--- config.mk ---
export PLATFORM = sky130hd
export DESIGN_NAME = pipelined_decoder
export DESIGN_NICKNAME = d
export VERILOG_FILES = /design/src/rtl/pipelined_decoder.sv
export SDC_FILE = /design/constraint.sdc
export NUM_CORES = 1
export LEC_CHECK = 0
export CORE_UTILIZATION = 37
export DETAILED_ROUTE_END_ITERATION = 10
export DONT_BUFFER_PORTS = 1
export GPL_TIMING_DRIVEN = 0
export PLACE_DENSITY = 0.49
export SKIP_CTS_REPAIR_TIMING = 1
export SLEW_MARGIN = 0
export SYNTH_ARGS = -nofsm -noshare
export SYNTH_HDL_FRONTEND = slang
export SYNTH_SLANG_ARGS = --single-unit
--- constraint.sdc ---
create_clock -name clk -period 5.7 [get_ports clk]
set_input_delay 1.71 -clock clk [delete_from_list [all_inputs] [get_ports clk]]
set_output_delay 1.71 -clock clk [all_outputs]
set_load 0.02 [all_outputs]
--- src/rtl/pipelined_decoder.sv ---
// pipelined_decoder
//   RV32 instruction decoder sitting between fetch and execute. Each accepted
//   instruction is decoded as it is written into a 2-entry FIFO made of the
//   output register plus a skid register. The output is available one cycle
//   after the input transfer. in_ready is driven straight from the skid
//   register's valid bit, so there is no combinational path from out_ready
//   to in_ready.
//
// Parameters
//   XLEN            width of the immediate and PC datapath (32 or 64)
//
// Ports
//   clk             clock, all state updates on the rising edge
//   reset           synchronous, active-high; clears both entries and all outputs
//   flush           squash: drops both held entries and any input beat this cycle
//   in_valid        fetch presents in_instruction / in_pc
//   in_ready        decoder can take a beat (skid register empty)
//   in_instruction  raw 32-bit instruction word
//   in_pc           PC of in_instruction
//   out_valid       decoded entry available
//   out_ready       execute consumes the entry
//   out_opcode, out_funct3, out_funct7, out_rs1, out_rs2, out_rd
//                   decoded fields, zero where the format does not use them
//   out_imm         sign-extended immediate
//   out_pc          PC travelling with the instruction
//   out_illegal     illegal-instruction flag
//
// Configuration
//   DECODER_ILLEGAL_CHECK_EN  when defined, out_illegal is raised for
//   unrecognised opcodes, for inst[1:0] != 2'b11, and for R-type with an
//   unsupported funct7. When undefined, out_illegal is constant 0.

module pipelined_decoder #(
  parameter int XLEN = 32
) (
  input  logic            clk,
  input  logic            reset,
  input  logic            flush,
  input  logic            in_valid,
  output logic            in_ready,
  input  logic [31:0]     in_instruction,
  input  logic [XLEN-1:0] in_pc,
  output logic            out_valid,
  input  logic            out_ready,
  output logic [6:0]      out_opcode,
  output logic [2:0]      out_funct3,
  output logic [6:0]      out_funct7,
  output logic [4:0]      out_rs1,
  output logic [4:0]      out_rs2,
  output logic [4:0]      out_rd,
  output logic [XLEN-1:0] out_imm,
  output logic [XLEN-1:0] out_pc,
  output logic            out_illegal
);

  localparam logic [6:0] OP_LUI    = 7'b0110111;
  localparam logic [6:0] OP_AUIPC  = 7'b0010111;
  localparam logic [6:0] OP_JAL    = 7'b1101111;
  localparam logic [6:0] OP_JALR   = 7'b1100111;
  localparam logic [6:0] OP_LOAD   = 7'b0000011;
  localparam logic [6:0] OP_ITYPE  = 7'b0010011;
  localparam logic [6:0] OP_FENCE  = 7'b0001111;
  localparam logic [6:0] OP_SYSTEM = 7'b1110011;
  localparam logic [6:0] OP_BRANCH = 7'b1100011;
  localparam logic [6:0] OP_STORE  = 7'b0100011;
  localparam logic [6:0] OP_RTYPE  = 7'b0110011;

  typedef struct packed {
    logic [6:0]      opcode;
    logic [2:0]      funct3;
    logic [6:0]      funct7;
    logic [4:0]      rs1;
    logic [4:0]      rs2;
    logic [4:0]      rd;
    logic [XLEN-1:0] imm;
    logic [XLEN-1:0] pc;
    logic            illegal;
  } entry_t;

  entry_t     dec;
  entry_t     out_q;
  entry_t     skid_q;
  logic       out_valid_q;
  logic       skid_valid_q;
  logic [31:0] imm32;

  // Combinational decode of the incoming word. The immediate is first built
  // and sign-extended to 32 bits, then widened to XLEN from bit 31.
  always_comb begin
    dec        = '0;
    imm32      = '0;
    dec.opcode = in_instruction[6:0];
    dec.pc     = in_pc;
    case (in_instruction[6:0])
      OP_LUI, OP_AUIPC: begin
        dec.rd = in_instruction[11:7];
        imm32  = {in_instruction[31:12], 12'b0};
      end
      OP_JAL: begin
        dec.rd = in_instruction[11:7];
        imm32  = {{11{in_instruction[31]}}, in_instruction[31], in_instruction[19:12],
                  in_instruction[20], in_instruction[30:21], 1'b0};
      end
      OP_JALR, OP_LOAD, OP_ITYPE, OP_FENCE, OP_SYSTEM: begin
        dec.rd     = in_instruction[11:7];
        dec.funct3 = in_instruction[14:12];
        dec.rs1    = in_instruction[19:15];
        imm32      = {{20{in_instruction[31]}}, in_instruction[31:20]};
      end
      OP_BRANCH: begin
        dec.funct3 = in_instruction[14:12];
        dec.rs1    = in_instruction[19:15];
        dec.rs2    = in_instruction[24:20];
        imm32      = {{19{in_instruction[31]}}, in_instruction[31], in_instruction[7],
                      in_instruction[30:25], in_instruction[11:8], 1'b0};
      end
      OP_STORE: begin
        dec.funct3 = in_instruction[14:12];
        dec.rs1    = in_instruction[19:15];
        dec.rs2    = in_instruction[24:20];
        imm32      = {{20{in_instruction[31]}}, in_instruction[31:25], in_instruction[11:7]};
      end
      OP_RTYPE: begin
        dec.rd     = in_instruction[11:7];
        dec.funct3 = in_instruction[14:12];
        dec.rs1    = in_instruction[19:15];
        dec.rs2    = in_instruction[24:20];
        dec.funct7 = in_instruction[31:25];
`ifdef DECODER_ILLEGAL_CHECK_EN
        dec.illegal = (in_instruction[31:25] != 7'b0000000) &&
                      (in_instruction[31:25] != 7'b0100000);
`endif
      end
      default: begin
`ifdef DECODER_ILLEGAL_CHECK_EN
        dec.illegal = 1'b1;
`endif
      end
    endcase
`ifdef DECODER_ILLEGAL_CHECK_EN
    // Compressed encodings (low bits != 11) are not supported here.
    if (in_instruction[1:0] != 2'b11) begin
      dec.illegal = 1'b1;
    end
`endif
    dec.imm        = {XLEN{imm32[31]}};
    dec.imm[31:0]  = imm32;
  end

  // Two-entry FIFO. When the output slot frees up (empty or being consumed)
  // it is refilled from the skid register first, otherwise straight from the
  // input. A stalled output sends the next beat into the skid register.
  // Skid full implies in_ready low, so no input beat can arrive that would
  // need to bypass the skid entry.
  always_ff @(posedge clk) begin
    if (reset) begin
      out_valid_q  <= 1'b0;
      skid_valid_q <= 1'b0;
      out_q        <= '0;
      skid_q       <= '0;
    end else if (flush) begin
      out_valid_q  <= 1'b0;
      skid_valid_q <= 1'b0;
    end else if (!out_valid_q || out_ready) begin
      if (skid_valid_q) begin
        out_q        <= skid_q;
        out_valid_q  <= 1'b1;
        skid_valid_q <= 1'b0;
      end else if (in_valid) begin
        out_q       <= dec;
        out_valid_q <= 1'b1;
      end else begin
        out_valid_q <= 1'b0;
      end
    end else if (in_valid && !skid_valid_q) begin
      skid_q       <= dec;
      skid_valid_q <= 1'b1;
    end
  end

  assign in_ready    = ~skid_valid_q;
  assign out_valid   = out_valid_q;
  assign out_opcode  = out_q.opcode;
  assign out_funct3  = out_q.funct3;
  assign out_funct7  = out_q.funct7;
  assign out_rs1     = out_q.rs1;
  assign out_rs2     = out_q.rs2;
  assign out_rd      = out_q.rd;
  assign out_imm     = out_q.imm;
  assign out_pc      = out_q.pc;
  assign out_illegal = out_q.illegal;

endmodule
Yosys cells after proc, flatten, opt, wreduce, memory -nomap -nowiden

Index checks and enable logic that the tools add are counted.

Bits in registers: 195
Latch bits: 0
ROM bits: 0
Word-level logic and storage cells: 57
Output and inout bits: 99
Input bits: 69
Bits in writable memories: 0
Memories: 0

Order comparisons: 0
Shifts and indexed selects: 0
Multiplexer cells: 10
$mul: 0
Bitwise logic cells: 3
Add/sub/neg operators: 0
Reductions and logical operators: 14
Divide/modulo/power cells: 0
Equal/unequal tests: 11

Operator list:

| operator                                       | number |
|---|---|
| two-way mux 97 bit                             | 2 |
| case mux 32 bit (5 select lines)               | 1 |
| == test 7 bit (second input constant)          | 4 |
| == test 7 x 6 -> 1 bit (second input constant) | 3 |
| two-way mux 5 bit                              | 3 |
| == test 7 x 5 -> 1 bit (second input constant) | 2 |
| OR reduction 9 bit                             | 1 |
| OR reduction 8 bit                             | 1 |
| == test 7 x 2 -> 1 bit (second input constant) | 1 |
| == test 7 x 4 -> 1 bit (second input constant) | 1 |
| two-way mux 7 bit                              | 1 |
| AND reduction 3 bit                            | 2 |
| OR reduction 3 bit                             | 2 |
| OR reduction 5 bit                             | 1 |
| OR reduction 2 bit                             | 2 |
| two-way mux 3 bit                              | 1 |
| inverter 1 bit                                 | 3 |
| logical NOT 1 bit                              | 2 |
| two-way mux 1 bit                              | 2 |
| nonzero test 2 bit                             | 1 |
| logical AND 1 bit                              | 1 |
| logical OR 1 bit                               | 1 |

Logic depth before layout (Yosys ltp)

Word-level depth: 5
Mapped depth: 7
Gate-level depth less buffers: 4

Worst setup path after synthesis

Ideal clock, no wire load.

Path kind: input -> register
Start point: input port in_instruction[3]
End point: register out_q (netlist bit out_imm[12])
Stages on the path: 6
Setup time: 58 ps
Data required time: 5642 ps
Path buffers: 2
Setup slack: 2548 ps
Arrival: 3094 ps
Path through: buf_2 or2_1 buf_6 or3_4 a311oi_4 a311o_2

Word-level cells in the longest chain between the ends: 5
Elaborated cells on any way between the ends: 15
Those cells by class: eq/ne (10); mux (3); reduce/logical (2)

RTL lines:

| item                                                            | line | source |
|---|---|---|
| start, declared                                                 | 41   | `input logic [31:0] in_instruction,` |
| == test 7 bit, or another cell as far along                     | 94   | `case (in_instruction[6:0])` |
| OR reduction 5 bit / OR reduction 2 bit (equally long branches) | n/a  |  |
| case mux 32 bit (5 select lines) (*)                            | 94   |  |
| two-way mux 97 bit (*)                                          | 169  | `end else if (in_valid) begin` |
| two-way mux 97 bit (*)                                          | 165  | `if (skid_valid_q) begin` |
| end signal, assigned                                            | 166  | `out_q <= skid_q;` |
| end, declared                                                   | 81   | `entry_t out_q;` |

Every way passes the cells marked *; elsewhere a longest branch is shown, timed or not. The select of a mux whose other input is x is not followed.
A chain may end at the register's enable or synchronous reset.

Worst setup path in the final report

Start point: register skid_valid_q
End point: output port in_ready

Word-level cells in the longest chain between the ends: 1

RTL lines:

| item                   | line | source |
|---|---|---|
| start, declared        | 84   | `logic skid_valid_q;` |
| start signal, assigned | 158  | `skid_valid_q <= 1'b0;` |
| start signal, assigned | 163  | `skid_valid_q <= 1'b0;` |
| start signal, assigned | 168  | `skid_valid_q <= 1'b0;` |
| inverter 1 bit         | 181  | `assign in_ready = ~skid_valid_q;` |
| end, declared          | 40   | `output logic in_ready,` |

Every way passes these cells.

==> results.md <==
* Number of warnings printed during yosys synthesis at 0
* Routed WL at 28200 um
* Average wire length per cell after detail routing at 22.1 um
* Clock Pin Slew Worst Setup and Hold Paths at 0.07 ns
* Final weighted congestion of routability-driven global placement at around 0.85
* Width of the die at 153 um
* Deepest level of the CTS H-tree at 4
* Clock sink count at between 150 and 200
* Adder-cell share of the synthesized area at 0
* Worst hold-check path type: register to register
* Pin count of the biggest net entering global routing at 18
* Number of global-route vias before repair at 7307
* Number of standard cells in the final layout excluding fillers at 1275
* Category of cells accounting for the largest share of critical-path delay: buffers and inverters
* Post-synth EDFFs at 0
* RSZ-0062 raised after global routing: no
* Power spent charging and discharging nets at roughly 0.00077 W
* Fmax at 290 MHz
* Share of cell area taken by muxes after synthesis at 0.0463
* Share of power burned in combinational logic at 0.068
* Pin slew with the least headroom to its limit at 0.932 ns
* CTS tree: built
* Insertion delay to the later sink of the worst-skew pair at 0.44 ns
* Critical-path maximum fanout at 10
* Clock network fraction of total power at 0.431
* Effective utilization at floorplan at 0.382
* Total track usage at 0.244
* Critical path required time at 3.99 ns
* Average cell area after synthesis at 8.76 sq um
* Parity-gate share of the synthesized area counting xor and xnor cells at 0.00104
* Remaining design rule violation count at 0
* Number of buffers created by CTS at 17
* Number of top-level design ports at 168
* Final number of max-transition violations at 0
* Core Region at 22100 sq um
* Most common cell after layout, fill and taps aside: dfxtp_1
* Ant diodes at 0
* Slowest CP cell: clkbuf_1
* Remaining antenna violation count at 0
* Setup TNS after final layout at 0 ns
* Result of the run: finished, final reports clean
* Total leakage power at 2.97 nW
* Hold Violations, Final at 0
* Reg power frac at 0.501
* Drt via density at 5.88
* Kind of start point of the critical path: register
* Compound-cell area share of the yosys netlist at 0.275
* Post-synthesis instance total at 963
* I/O Buffers at 0
* Antenna violations before repair at 0
* PD cells at 308 nW/um^2
* Switching share of total power at 0.266
* Clock skew after layout at between 0.009 and 0.01 ns
* Overall via count from detail_route at 7499
* 1st-iter DRT viols at 550
* Max_slew headroom at 0.375
* Clock tree buffer depth at 2
* Most instantiated flip-flop cell in the synthesis netlist: dfxtp_1
* Flops & latches, synth at 194
* Worst voltage drop across the vdd grid at 0.144 mV
* Syn nets at between 1000 and 1500
* Sequential-to-total area share from yosys stat at 0.460
* Synth-to-layout area growth at 11.2%
* Die boundary height at roughly 150 um
* Share of layout cells above drive strength 1 at 0.0804
* Arrival time at the worst endpoint at around 1.7 ns
* Final setup violation count at 0
* Max-cap viol count at 0
* Min Tclk post-route at 3.45 ns
* Simple-Gate Fraction of Synth Area at 0.166
* GRT overflow at 0
* Final Total Pwr at 0.00289 W
* Critical Path, Cell by Cell: buf_2, inv_1, clkbuf_1
* Post-Syn Area at 8440 sq um
* Post-Place Cells at between 1000 and 1500
* CP peak stage delay at 0.60 ns
* Internal Dissipation at 0.00212 W
* Count of standard-cell rows at 54
* Kind of capture point of the worst setup path: output port
* Critical setup path kind: register to output port
* First-pass iteration count of the detailed router at 5
* Final Net Count at 1051
* Clock tree root driver cell: clkbuf_16
* R2R Setup Slk at 3.09 ns
* HPWL Detailed at roughly 20000 um
* First-pass GRT wire length at between 40000 and 50000 um
* Netlist cell types at 60
* Share of synthesized flip-flops with an asynchronous set or reset at 0
* Combinational family with the most area after synthesis: compound AO/OA/AOI/OAI gates
* Total Die Area at approximately 23000 sq um
* Post-route clock period utilization at 0.605
* Commonest non-fill, non-tap cells in the layout: dfxtp_1 (194), nand2_1 (110), a21oi_1 (104)
* Number of buffers and inverters on the critical path at 3
Yosys cell counts (2+ instances only):
library cell	count	area, sq um
a211o_1	2	17.5
a211oi_1	72	541
a211oi_2	2	25.0
a21boi_0	15	113
a21oi_1	104	521
a221oi_1	27	236
a22o_1	6	52.6
a22oi_1	15	113
a311o_1	2	20.0
a311o_2	6	67.6
a32o_1	8	80.1
a32oi_1	2	17.5
buf_1	7	26.3
buf_2	23	115
buf_4	2	15.0
buf_6	2	22.5
clkbuf_1	61	229
dfxtp_1	194	3880
inv_1	8	30.0
mux2i_1	39	390
nand2_1	110	413
nand2b_1	11	68.8
nand3_1	12	60.1
nand4_1	30	188
nor2_1	91	342
nor2b_1	2	12.5
nor3_1	17	85.1
nor3_2	3	30.0
nor4_1	2	12.5
nor4bb_1	2	20.0
o211a_1	2	20.0
o21ai_0	21	105
o2bb2ai_1	14	123
o311ai_0	10	87.6
o31ai_1	9	67.6
or3_1	3	18.8
or3b_2	4	35.0
worst register-to-register path, cell delays in order (launching register included):
cell and delay, ns:
dfxtp_1 0.31, buf_2 0.24, nor2_1 0.16, nor3_2 0.77, buf_2 0.39, buf_1 0.46, a211oi_1 0.15
stage by stage:
step	hold slack (ns)	setup slack, ns	util	instance area (sq um)
2_1_floorplan	0.432	2.55	-	8440
3_3_place_gp	0.441	1.97	0.398	8790
3_5_place_dp	0.445	1.97	0.398	8790
4_1_cts	0.456	2.25	0.425	9380
5_1_grt	0.473	2.17	0.425	9380
6_report	0.454	2.25	0.425	9380
kinds of logic after synthesis:
| family | Yosys count |
|---|---|
| and+or+nand+nor | 298 |
| buffers and inverters | 103 |
| xor gates and xnor gates | 1 |
| AOI/OAI and AO/OA | 327 |
| other | 1 |
| DFF | 194 |
| muxes | 39 |
metal layers:
| layer | vias to the layer above | part of all wire | track usage |
|---|---|---|---|
| li1 | 3614 | - | - |
| met1 | 3626 | 0.48 | 0.345 |
| met2 | 228 | 0.44 | 0.365 |
| met3 | 31 | 0.064 | 0.0573 |
| met4 | 0 | 0.019 | 0.0774 |
| met5 | - | 0 | 0 |
power by group through the flow:
stage               Clock [W]  Sequential (W)  Combinational (W)
floorplan                   0         0.00147           0.000138
global placement            0         0.00148           0.000193
detailed placement          0         0.00148           0.000194
CTS                   0.00127         0.00145           0.000195
global route          0.00132         0.00145           0.000217
finish                0.00124         0.00145           0.000195
cell type report:
cell class | count | area (sq um)
multi-input cells | 666 | 4120
plain buffers | 95 | 408
inverters | 8 | 30.0
well taps | 280 | 350
flip-flops and latches | 194 | 3880
clock inverters | 12 | 146
clock buffers | 20 | 447
fillers | 2292 | 12700
path summary, 6_finish.rpt:
kind                                    to  depth (start not counted)         start
worst max-delay path              in_ready                          3  skid_valid_q
worst min-delay path            skid_q[71]                          2    skid_q[71]
worst max register to register  out_pc[27]                          6  skid_valid_q
worst min register to register  skid_q[71]                          2    skid_q[71]
sequential cells by signal, indices dropped and copies added (netlist names):
| name | flops |
|---|---|
| skid_q | 96 |
| out_imm | 32 |
| out_pc | 32 |
| out_funct7 | 7 |
| out_opcode | 7 |
| out_rd | 5 |
| out_rs1 | 5 |
| out_rs2 | 5 |
| out_funct3 | 3 |
| out_valid | 1 |
| skid_valid_q | 1 |
Power figures use the tool's default switching activity.
